## src/rtl/datapath_pkg.sv

```systemverilog
// Shared types for the matrix load/store responder: request record, FSM states, ls encodings.
package datapath_pkg;

    localparam int WORD_W = 32;

    typedef logic [WORD_W-1:0] word_t;

    typedef enum logic {
        MAT_STORE = 1'b0,
        MAT_LOAD  = 1'b1
    } matrix_mem_t;

    typedef enum logic [2:0] {
        MLS_IDLE,
        MLS_LD_REQ,
        MLS_LD_WAIT,
        MLS_ST_RD,
        MLS_ST_REQ,
        MLS_DONE
    } mls_state_e;

    typedef struct packed {
        matrix_mem_t mem_type;
        logic [4:0]  rd;
        word_t       base;
        word_t       stride;
    } mls_req_t;

    localparam logic [1:0] MLS_LS_LOAD  = 2'b10;
    localparam logic [1:0] MLS_LS_STORE = 2'b01;

    // Row-0 address: base register plus the sign-extended 11-bit immediate.
    function automatic word_t mls_base(input word_t addr, input logic [10:0] imm);
        return addr + {{(WORD_W-11){imm[10]}}, imm};
    endfunction

endpackage

```

## src/rtl/mls_req_fifo.sv

```systemverilog
// Request FIFO for the matrix load/store responder; pointers carry an extra wrap bit.
module mls_req_fifo
    import datapath_pkg::*;
#(
    parameter int DEPTH = 2
) (
    input  logic     CLK,
    input  logic     nRST,
    input  logic     push,
    input  mls_req_t wdata,
    input  logic     pop,
    output mls_req_t rdata,
    output logic     full,
    output logic     empty
);

    localparam int AW = $clog2(DEPTH);

    mls_req_t       mem [DEPTH];
    logic [AW:0]    wr_ptr;
    logic [AW:0]    rd_ptr;

    always_ff @(posedge CLK or negedge nRST) begin
        if (!nRST) begin
            wr_ptr <= '0;
            rd_ptr <= '0;
        end else begin
            if (push && !full)
                wr_ptr <= wr_ptr + (AW+1)'(1);
            if (pop && !empty)
                rd_ptr <= rd_ptr + (AW+1)'(1);
        end
    end

    always_ff @(posedge CLK) begin
        if (push && !full)
            mem[wr_ptr[AW-1:0]] <= wdata;
    end

    assign rdata = mem[rd_ptr[AW-1:0]];
    assign empty = (wr_ptr == rd_ptr);
    assign full  = (wr_ptr[AW] != rd_ptr[AW]) && (wr_ptr[AW-1:0] == rd_ptr[AW-1:0]);

endmodule

```

## src/rtl/matrix_ls_responder.sv

```systemverilog
// Scratchpad responder expanding matrix load/store requests into strided row transfers.
// Define MATRIX_LS_PERF_EN to add saturating performance counters.
//
// state    | meaning
// IDLE     | waiting for a queued request
// LD_REQ   | load: row read request on the memory port, held until grant
// LD_WAIT  | load: waiting for read data, written straight into the matrix RF
// ST_RD    | store: reading the current row from the matrix RF
// ST_REQ   | store: row write request on the memory port, held until grant
// DONE     | one-cycle completion pulse
module matrix_ls_responder
    import datapath_pkg::*;
#(
    parameter int ROWS       = 4,
    parameter int ROW_W      = 64,
    parameter int FIFO_DEPTH = 2,
    parameter int ADDR_W     = 32
) (
    input  logic                     CLK,
    input  logic                     nRST,
    input  logic                     req_valid,
    output logic                     req_ready,
    input  logic [1:0]               req_ls,
    input  logic [4:0]               req_rd,
    input  logic [10:0]              req_imm,
    input  logic [ADDR_W-1:0]        req_addr,
    input  logic [ADDR_W-1:0]        req_stride,
    output logic                     mem_req,
    output logic                     mem_wen,
    output logic [ADDR_W-1:0]        mem_addr,
    output logic [ROW_W-1:0]         mem_wdata,
    input  logic                     mem_gnt,
    input  logic                     mem_rvalid,
    input  logic [ROW_W-1:0]         mem_rdata,
    output logic                     mrf_wen,
    output logic [4:0]               mrf_waddr,
    output logic [$clog2(ROWS)-1:0]  mrf_wrow,
    output logic [ROW_W-1:0]         mrf_wdata,
    output logic                     mrf_ren,
    output logic [4:0]               mrf_raddr,
    output logic [$clog2(ROWS)-1:0]  mrf_rrow,
    input  logic [ROW_W-1:0]         mrf_rdata,
    output logic                     done,
    output logic [4:0]               done_rd,
    output logic                     done_load,
`ifdef MATRIX_LS_PERF_EN
    output logic [31:0]              perf_busy_cycles,
    output logic [31:0]              perf_loads,
    output logic [31:0]              perf_stores,
    output logic [31:0]              perf_stall_cycles,
`endif
    output logic                     err
);

    localparam int RW = $clog2(ROWS);

    mls_state_e       state;
    mls_req_t         fifo_wdata;
    mls_req_t         fifo_rdata;
    logic             fifo_full;
    logic             fifo_empty;
    logic             fifo_push;
    logic             fifo_pop;
    logic             accept;
    logic             ls_legal;
    logic             ready_en;
    logic [4:0]       cur_rd;
    logic             cur_load;
    word_t            cur_stride;
    word_t            row_addr;
    word_t            next_addr;
    logic [RW-1:0]    row;
    logic             last_row;
    logic [ROW_W-1:0] row_q;
    logic             st_first;

    assign ls_legal  = (req_ls == MLS_LS_LOAD) || (req_ls == MLS_LS_STORE);
    assign accept    = req_valid && req_ready;
    assign fifo_push = accept && ls_legal;
    assign fifo_pop  = (state == MLS_IDLE) && !fifo_empty;
    // ready_en keeps req_ready low while reset is applied and for the first cycle after
    assign req_ready = ready_en && !fifo_full;

    always_comb begin
        fifo_wdata          = '0;
        fifo_wdata.mem_type = (req_ls == MLS_LS_LOAD) ? MAT_LOAD : MAT_STORE;
        fifo_wdata.rd       = req_rd;
        fifo_wdata.base     = mls_base(req_addr, req_imm);
        fifo_wdata.stride   = req_stride;
    end

    mls_req_fifo #(
        .DEPTH (FIFO_DEPTH)
    ) u_fifo (
        .CLK   (CLK),
        .nRST  (nRST),
        .push  (fifo_push),
        .wdata (fifo_wdata),
        .pop   (fifo_pop),
        .rdata (fifo_rdata),
        .full  (fifo_full),
        .empty (fifo_empty)
    );

    assign next_addr = row_addr + cur_stride;
    assign last_row  = (row == RW'(ROWS-1));

    // Load data goes straight to the RF in the rvalid cycle; store data comes from
    // the RF read port in the first ST_REQ cycle and from row_q while stalled.
    assign mrf_wen   = (state == MLS_LD_WAIT) && mem_rvalid;
    assign mrf_waddr = mrf_wen ? cur_rd : '0;
    assign mrf_wrow  = mrf_wen ? row : '0;
    assign mrf_wdata = mrf_wen ? mem_rdata : '0;
    assign mem_wdata = (state == MLS_ST_REQ) ? (st_first ? mrf_rdata : row_q) : '0;

    always_ff @(posedge CLK or negedge nRST) begin
        if (!nRST) begin
            state      <= MLS_IDLE;
            ready_en   <= 1'b0;
            cur_rd     <= '0;
            cur_load   <= 1'b0;
            cur_stride <= '0;
            row_addr   <= '0;
            row        <= '0;
            row_q      <= '0;
            st_first   <= 1'b0;
            mem_req    <= 1'b0;
            mem_wen    <= 1'b0;
            mem_addr   <= '0;
            mrf_ren    <= 1'b0;
            mrf_raddr  <= '0;
            mrf_rrow   <= '0;
            done       <= 1'b0;
            done_rd    <= '0;
            done_load  <= 1'b0;
            err        <= 1'b0;
        end else begin
            ready_en  <= 1'b1;
            err       <= accept && !ls_legal;
            done      <= 1'b0;
            done_rd   <= '0;
            done_load <= 1'b0;
            mrf_ren   <= 1'b0;
            case (state)
                MLS_IDLE: begin
                    if (!fifo_empty) begin
                        cur_rd     <= fifo_rdata.rd;
                        cur_load   <= (fifo_rdata.mem_type == MAT_LOAD);
                        cur_stride <= fifo_rdata.stride;
                        row_addr   <= fifo_rdata.base;
                        row        <= '0;
                        if (fifo_rdata.mem_type == MAT_LOAD) begin
                            state    <= MLS_LD_REQ;
                            mem_req  <= 1'b1;
                            mem_wen  <= 1'b0;
                            mem_addr <= fifo_rdata.base;
                        end else begin
                            state     <= MLS_ST_RD;
                            mrf_ren   <= 1'b1;
                            mrf_raddr <= fifo_rdata.rd;
                            mrf_rrow  <= '0;
                        end
                    end
                end
                MLS_LD_REQ: begin
                    if (mem_gnt) begin
                        mem_req <= 1'b0;
                        state   <= MLS_LD_WAIT;
                    end
                end
                MLS_LD_WAIT: begin
                    if (mem_rvalid) begin
                        if (last_row) begin
                            state     <= MLS_DONE;
                            done      <= 1'b1;
                            done_rd   <= cur_rd;
                            done_load <= 1'b1;
                        end else begin
                            row      <= row + RW'(1);
                            row_addr <= next_addr;
                            mem_addr <= next_addr;
                            mem_req  <= 1'b1;
                            state    <= MLS_LD_REQ;
                        end
                    end
                end
                MLS_ST_RD: begin
                    state    <= MLS_ST_REQ;
                    st_first <= 1'b1;
                    mem_req  <= 1'b1;
                    mem_wen  <= 1'b1;
                    mem_addr <= row_addr;
                end
                MLS_ST_REQ: begin
                    st_first <= 1'b0;
                    if (st_first)
                        row_q <= mrf_rdata;
                    if (mem_gnt) begin
                        mem_req <= 1'b0;
                        mem_wen <= 1'b0;
                        if (last_row) begin
                            state     <= MLS_DONE;
                            done      <= 1'b1;
                            done_rd   <= cur_rd;
                            done_load <= 1'b0;
                        end else begin
                            row       <= row + RW'(1);
                            row_addr  <= next_addr;
                            mrf_ren   <= 1'b1;
                            mrf_raddr <= cur_rd;
                            mrf_rrow  <= row + RW'(1);
                            state     <= MLS_ST_RD;
                        end
                    end
                end
                MLS_DONE: state <= MLS_IDLE;
                default:  state <= MLS_IDLE;
            endcase
        end
    end

`ifdef MATRIX_LS_PERF_EN
    function automatic logic [31:0] sat_inc(input logic [31:0] v, input logic en);
        return (en && (v != 32'hFFFF_FFFF)) ? v + 32'd1 : v;
    endfunction

    always_ff @(posedge CLK or negedge nRST) begin
        if (!nRST) begin
            perf_busy_cycles  <= '0;
            perf_loads        <= '0;
            perf_stores       <= '0;
            perf_stall_cycles <= '0;
        end else begin
            perf_busy_cycles  <= sat_inc(perf_busy_cycles, state != MLS_IDLE);
            perf_loads        <= sat_inc(perf_loads, (state == MLS_DONE) && cur_load);
            perf_stores       <= sat_inc(perf_stores, (state == MLS_DONE) && !cur_load);
            perf_stall_cycles <= sat_inc(perf_stall_cycles, mem_req && !mem_gnt);
        end
    end
`endif

endmodule

```

## config.mk

```make
export PLATFORM = sky130hd
export DESIGN_NAME = matrix_ls_responder
export DESIGN_NICKNAME = d
export VERILOG_FILES = /design/src/rtl/datapath_pkg.sv /design/src/rtl/mls_req_fifo.sv /design/src/rtl/matrix_ls_responder.sv
export SDC_FILE = /design/constraint.sdc
export NUM_CORES = 1
export LEC_CHECK = 0
export ABC_AREA = 1
export BUFFER_PORTS_ARGS = -buffer_cell sky130_fd_sc_hd__buf_2
export CORE_MARGIN = 10
export CORE_UTILIZATION = 56
export DETAILED_ROUTE_END_ITERATION = 8
export HOLD_SLACK_MARGIN = 0.06
export PLACE_DENSITY = 0.81
export SETUP_SLACK_MARGIN = 0.3
export SLEW_MARGIN = 20
export SYNTH_ARGS = -nofsm -noshare
export SYNTH_HDL_FRONTEND = slang
export SYNTH_HIERARCHICAL = 1
export SYNTH_SLANG_ARGS = --single-unit
```

## constraint.sdc

```tcl
create_clock -name CLK -period 3.45 [get_ports CLK]
set_clock_uncertainty 0.1 [all_clocks]
set_input_delay 0.345 -clock CLK [delete_from_list [all_inputs] [get_ports CLK]]
set_output_delay 0.345 -clock CLK [all_outputs]
set_load 0.05 [all_outputs]
```

# Word level (Yosys, flattened, before mapping)
# Memories as Yosys holds them, arrays and structs flattened.
# Cells that the tools add are included.
# W data, S select, Z words.
# classes
shift	0
magnitude_cmp	0
addsub	5
n_mux	65
n_eq_ne	19
n_bitwise	1
mul	0
n_div	0
n_reduce_logical	28
# op_table
operator	count
$mux W32	8
$mux W64	3
$pmux W32 S3	2
$add A32 B32 Y32	2
$mux W5	8
$mux W2	10
$pmux W5 S2	2
$mux W1	18
$mux W3	6
$ne A2 B2 Y1 const B	8
$pmux W3 S5	1
$reduce_and A4 Y1	3
$reduce_and A5 Y1	2
$logic_and A1 B1 Y1	9
$reduce_bool A3 Y1	3
$add A2 B1 Y2 const B	3
$eq A3 B2 Y1 const B	2
$pmux W1 S2	3
$pmux W2 S3	1
$reduce_and A6 Y1	1
$eq A2 B2 Y1 const B	2
$pmux W1 S4	1
$pmux W2 S2	1
$reduce_bool A2 Y1	2
15 further kinds	17
# word_totals
word_cells	139
romBits	0
out_inout_bits	187
regBits	194
in_bits	215
latch_bits	0
ramBits	140
n_memories	1
# memory_table
name	depth	width	rd	rd_ports_with_merged_regs	write_ports	line	text
u_fifo.mem	2	70	1	0	1	mls_req_fifo.sv:19	mls_req_t mem [DEPTH];

# Depth between registers and ports, before layout
# logic_depth
depth_word	9
mapped_depth	15
ltp_nobuf	15

# By module
# The synthesis kept the hierarchy.
# by_module_without_submodules
mod	area_each_um2	cells_each	n_inst	seq_area_each_um2
matrix_ls_responder	13799.5	2051	1	4754.6
mls_req_fifo	5341.4	406	1	4304.1

# Least setup slack after synthesis
# OpenSTA, ideal clock, no wires.
# synth_path
path_type	register -> register
startpoint	reg u_fifo.rd_ptr[0]
endpoint	mem u_fifo/mem[1][0] in the netlist's numbering, enable pin
path_slack_ns	-0.418
setup_time_ns	0.424
path_buffers	1
required_time_ns	2.926
period_less_slack_ns	3.868
path_stages_with_launch	13
t_arrival_ns	3.344
cell_sequence	dfrtp_1 buf_4 nand2_2 nand2_4 nand2_4 inv_1 nor2_1 nand2_1 nor2_1 nand2_1 inv_1 nand2_2 inv_1
# synth_via
elab_chain_cells	9
# synth_lines
item	line	text
from (decl)	mls_req_fifo.sv:21	logic [AW:0] rd_ptr;
from (signal assigned)	mls_req_fifo.sv:31	rd_ptr <= rd_ptr + (AW+1)'(1);
$eq A1 B1 Y1	mls_req_fifo.sv:42	assign full = (wr_ptr[AW] != rd_ptr[AW]) && (wr_ptr[AW-1:0] == rd_ptr[AW-1:0]);
$logic_and A1 B1 Y1	mls_req_fifo.sv:42	
via fifo_full	matrix_ls_responder.sv:60	logic fifo_full;
$logic_not A1 Y1	matrix_ls_responder.sv:82	assign req_ready = ready_en && !fifo_full;
$logic_and A1 B1 Y1	matrix_ls_responder.sv:82	
via req_ready	matrix_ls_responder.sv:22	output logic req_ready,
$logic_and A1 B1 Y1	matrix_ls_responder.sv:78	assign accept = req_valid && req_ready;
$logic_and A1 B1 Y1	matrix_ls_responder.sv:79	assign fifo_push = accept && ls_legal;
via fifo_push	matrix_ls_responder.sv:62	logic fifo_push;
$logic_and A1 B1 Y1	mls_req_fifo.sv:36	if (push && !full)
$mux W1	mls_req_fifo.sv:36	
$mux W1 (not written as such)	mls_req_fifo.sv:37	mem[wr_ptr[AW-1:0]] <= wdata;
to (decl)	mls_req_fifo.sv:19	
# The timed path passes the listed nets, and every way through them passes these cells.

# Final worst setup path
# layout_path
startpoint	reg state[2]
endpoint	out mrf_wdata[28]
# layout_via
elab_chain_cells	3
# layout_lines
item	line	text
from (decl)	matrix_ls_responder.sv:57	mls_state_e state;
from (signal assigned)	matrix_ls_responder.sv:118	state <= MLS_IDLE;
from (signal assigned)	matrix_ls_responder.sv:153	state <= MLS_LD_REQ;
from (signal assigned)	matrix_ls_responder.sv:158	state <= MLS_ST_RD;
$eq A3 B2 Y1	matrix_ls_responder.sv:110	assign mrf_wen = (state == MLS_LD_WAIT) && mem_rvalid;
$logic_and A1 B1 Y1	matrix_ls_responder.sv:110	
$mux W64	matrix_ls_responder.sv:113	assign mrf_wdata = mrf_wen ? mem_rdata : '0;
to (decl)	matrix_ls_responder.sv:38	output logic [ROW_W-1:0] mrf_wdata,
# No other way between the ends.

==> summary.txt <==
Port Buf Inserts: 401
Routed WL: 65.0 mm
GRT overflow: 0
Mean Syn Cell Area: 7.79 sq um
Setup TNS: 0 ns
Area Growth Syn to Fin: 22.9%
Max VDD drop: 0.760 mV
Area contributors post-synth: dfrtp_1, edfxtp_1, nand2_1
Seq/Total Area, Yosys: 47.3%
GR Util All Layers: 29.9%
Netlist cell types: 48
CTS tree: done
Hold crit path type: in -> reg
WP data required: 3.00 ns
Hold Crit Start: mrf_rdata[35]
Post-synthesis register bit count: 334
First-pass GRT wire length: 99.7 mm
Tcrit/Tclk final: 86.4%
Total Power: 22.5 mW
Worst-path maximum fanout: 72
Maximum buffer depth of the clock tree: 3
Top-count cell post-synth: nand2_1
Worst rel slew slack: 41.2%
Worst skew pair latency: 0.53 ns
Initial Util: 56.9%
Endpoint of the worst register-to-register path: mem_addr[3]
Minimum clock period after layout: 2.98 ns
H-tree levels: 2
Hold endpoint: row_q[35]
Clk sinks: 334
Initial antenna violation count: 3
Multi-input gate area: 8570 sq um
Vias: 18,100
Drt wl/cell: 19.2 um
Max Slew Vio Count: 0
Critical path capture point type: output port
Logic gate share of total power: 52.8%
Status: finished, final reports clean
Maximum achievable frequency: 336 MHz
Crit Path Category: reg -> out
Critical path arrival: 2.53 ns
Drc violations: 0
Max-capacitance violation count: 0
CP startpoint kind: flop
Final core utilization: 70.0%
Mapped Cells: 2,457
DP HPWL: 48.8 mm
Largest net degree at the start of global routing: 200
Final cell count without fillers: 3,377
Ys flop type: dfrtp_1
Vias/cell: 5.37
Fillers: 2,784
P_leak: 12.6 nW
Sw Share: 49.2%
Hold Vio Cnt, Final: 0
FF-to-FF Start: u_fifo/rd_ptr[0]
Placed cells: 3,247
Top cell type by total area after synthesis: dfrtp_1
Final ANT Viol Nets: 0
Reg clk slew, reported paths: 0.06 ns
Seq. cell area: 9060 sq um
Cts bufs inserted: 37
Internal power: 11.4 mW
Vias in the first global route: 17,900
Chip Width: 205 um
Post-Syn Nets: 2,738
Top Ports: 402
Nets: 3,180
Synth Warn #: 6
Pwr per Cell Area: 955 nW/um^2
Hold Crit Depth: 3
DR iter-0 viols: 1,814
Share of the synthesized area in the top cell type: 25.4%
Worst-Margin Slew: 0.881 ns
DR pass1 iterations: 6
Layout cells sized above 1: 18.4%
Endpoints failing setup: 0
CTS root buf: clkbuf_16
Rows: 67
Post-synth EDFFs: 140
Unrepaired setup endpoints after global routing: false
Clk pwr share: 18.4%
Net Sw Power: 11.0 mW
Post-CTS Setup Bufs: 0
Fraction of registers with async set/reset: 58.1%
Worst R2R Setup Slack: 0.56 ns
Post-Syn Area: 19,100 sq um
Core area: 33,600 sq um
Die ar.: 42,000 sq um
Synth cell count leaders: nand2_1, nor2_1, inv_1
RePlAce Congestion: 0.971
R2R depth: 11
Die Span Y: 205 um
Reg power frac: 28.8%
[timing repair]
item | in CTS | in global routing
hold endpoints to repair | 174 | 0
resized for setup | 1 | 1
endpoints found under the setup margin | 29 | 4
hold buffers | 61 | 0
[metal layers]
layer / GRT usage [%] / vias to the layer above / part of all wire [%]
met5: 0 / - / 0.042
met4: 7.82 / 4 / 2.5
met3: 6.86 / 126 / 9.4
met2: 46.7 / 803 / 46
met1: 41.3 / 8476 / 43
li1: - / 8736 / -
[layout make-up]
cell class / count / share of cell area, %
Inverter: 296 / 4.79
Multi-Input combinational cell: 1740 / 36.4
Clock buffer: 50 / 4.58
Timing Repair Buffer: 490 / 12.4
Tap cell: 448 / 2.38
Clock inverter: 18 / 0.872
Sequential cell: 334 / 38.5
Antenna cell: 1 / 0.0106
[placed cells by master (no fill, tap or decap), types with 7 or more instances in the layout]
cell type / n
clkbuf_16: 40
xor2_1: 23
nor2_1: 293
nand3_1: 92
o21ai_0: 128
a21oi_1: 116
mux2i_1: 64
inv_2: 7
buf_2: 400
dfrtp_1: 192
buf_4: 21
nand2_2: 7
edfxtp_1: 140
a31oi_1: 9
o22ai_1: 15
nand2_1: 811
o21bai_1: 7
a211oi_1: 15
nand4_1: 7
o21ai_1: 7
ha_1: 64
inv_1: 285
nor3_1: 12
dlygate4sd3_1: 61
buf_12: 7
xnor2_1: 13
[kinds of logic (layout without fill, tap and decap cells)]
group | after synthesis | after routing | share of synthesized area (%)
AO/OA/AOI/OAI | 320 | 320 | 9.17
XOR/XNOR | 36 | 36 | 1.65
adder cells (fa/ha/maj) | 66 | 66 | 4.39
buffers and inverters | 383 | 854 | 7.94
flip-flops | 334 | 334 | 47.3
multiplexers | 64 | 64 | 3.35
other | 1 | 2 | 0.0196
AND/OR/NAND/NOR | 1253 | 1253 | 26.2
[worst max-delay path: stages, from the launching register on]
cell     delay [ns]
dfrtp_1        0.44
inv_2          0.13
nand2_2        0.08
nor2_4         0.23
inv_2          0.15
nor2_2         0.21
inv_6          0.22
nor2_1         0.20
buf_2          0.30
[power by group through the flow]
stage          combinational (mW)  sequential (mW)  clock (mW)
3_5_place_dp                 11.5             6.47           0
4_1_cts                      11.7             6.41        4.16
5_1_grt                      13.1             6.55        4.35
3_3_place_gp                 11.3             6.43           0
2_1_floorplan                7.72             6.89           0
6_report                     11.9             6.47        4.14
[registers in the layout, summed over array words and instances, names as in the netlist, 2 cells and up]
register / cells
u_fifo/mem: 140
row_q: 64
cur_stride: 32
mem_addr: 32
row_addr: 32
cur_rd: 5
done_rd: 5
mrf_raddr: 5
state: 3
mrf_rrow: 2
row: 2
u_fifo/rd_ptr: 2
u_fifo/wr_ptr: 2
[worst max-delay path by stage]
stage                     startpoint                to  cells after the start
global route        u_fifo/rd_ptr[0]       mem_addr[3]                     10
finish                      state[2]     mrf_wdata[28]                      8
CTS                         state[2]     mrf_wdata[61]                      8
floorplan           u_fifo/rd_ptr[0]  u_fifo/mem[1][0]                     12
global placement    u_fifo/rd_ptr[0]       mem_addr[3]                     10
detailed placement  u_fifo/rd_ptr[0]       mem_addr[3]                     10
[through the flow]
stage               worst slack [ns]  hold slack, ns  cell area, sq um
finish                         0.471          0.0560             23500
global route                   0.302          0.0748             23500
CTS                            0.453          0.0608             23500
detailed placement             0.633           0.341             21600
global placement               0.689           0.341             21600
floorplan                      0.505         -0.0506             19200
(Power assumes the default switching activity.)
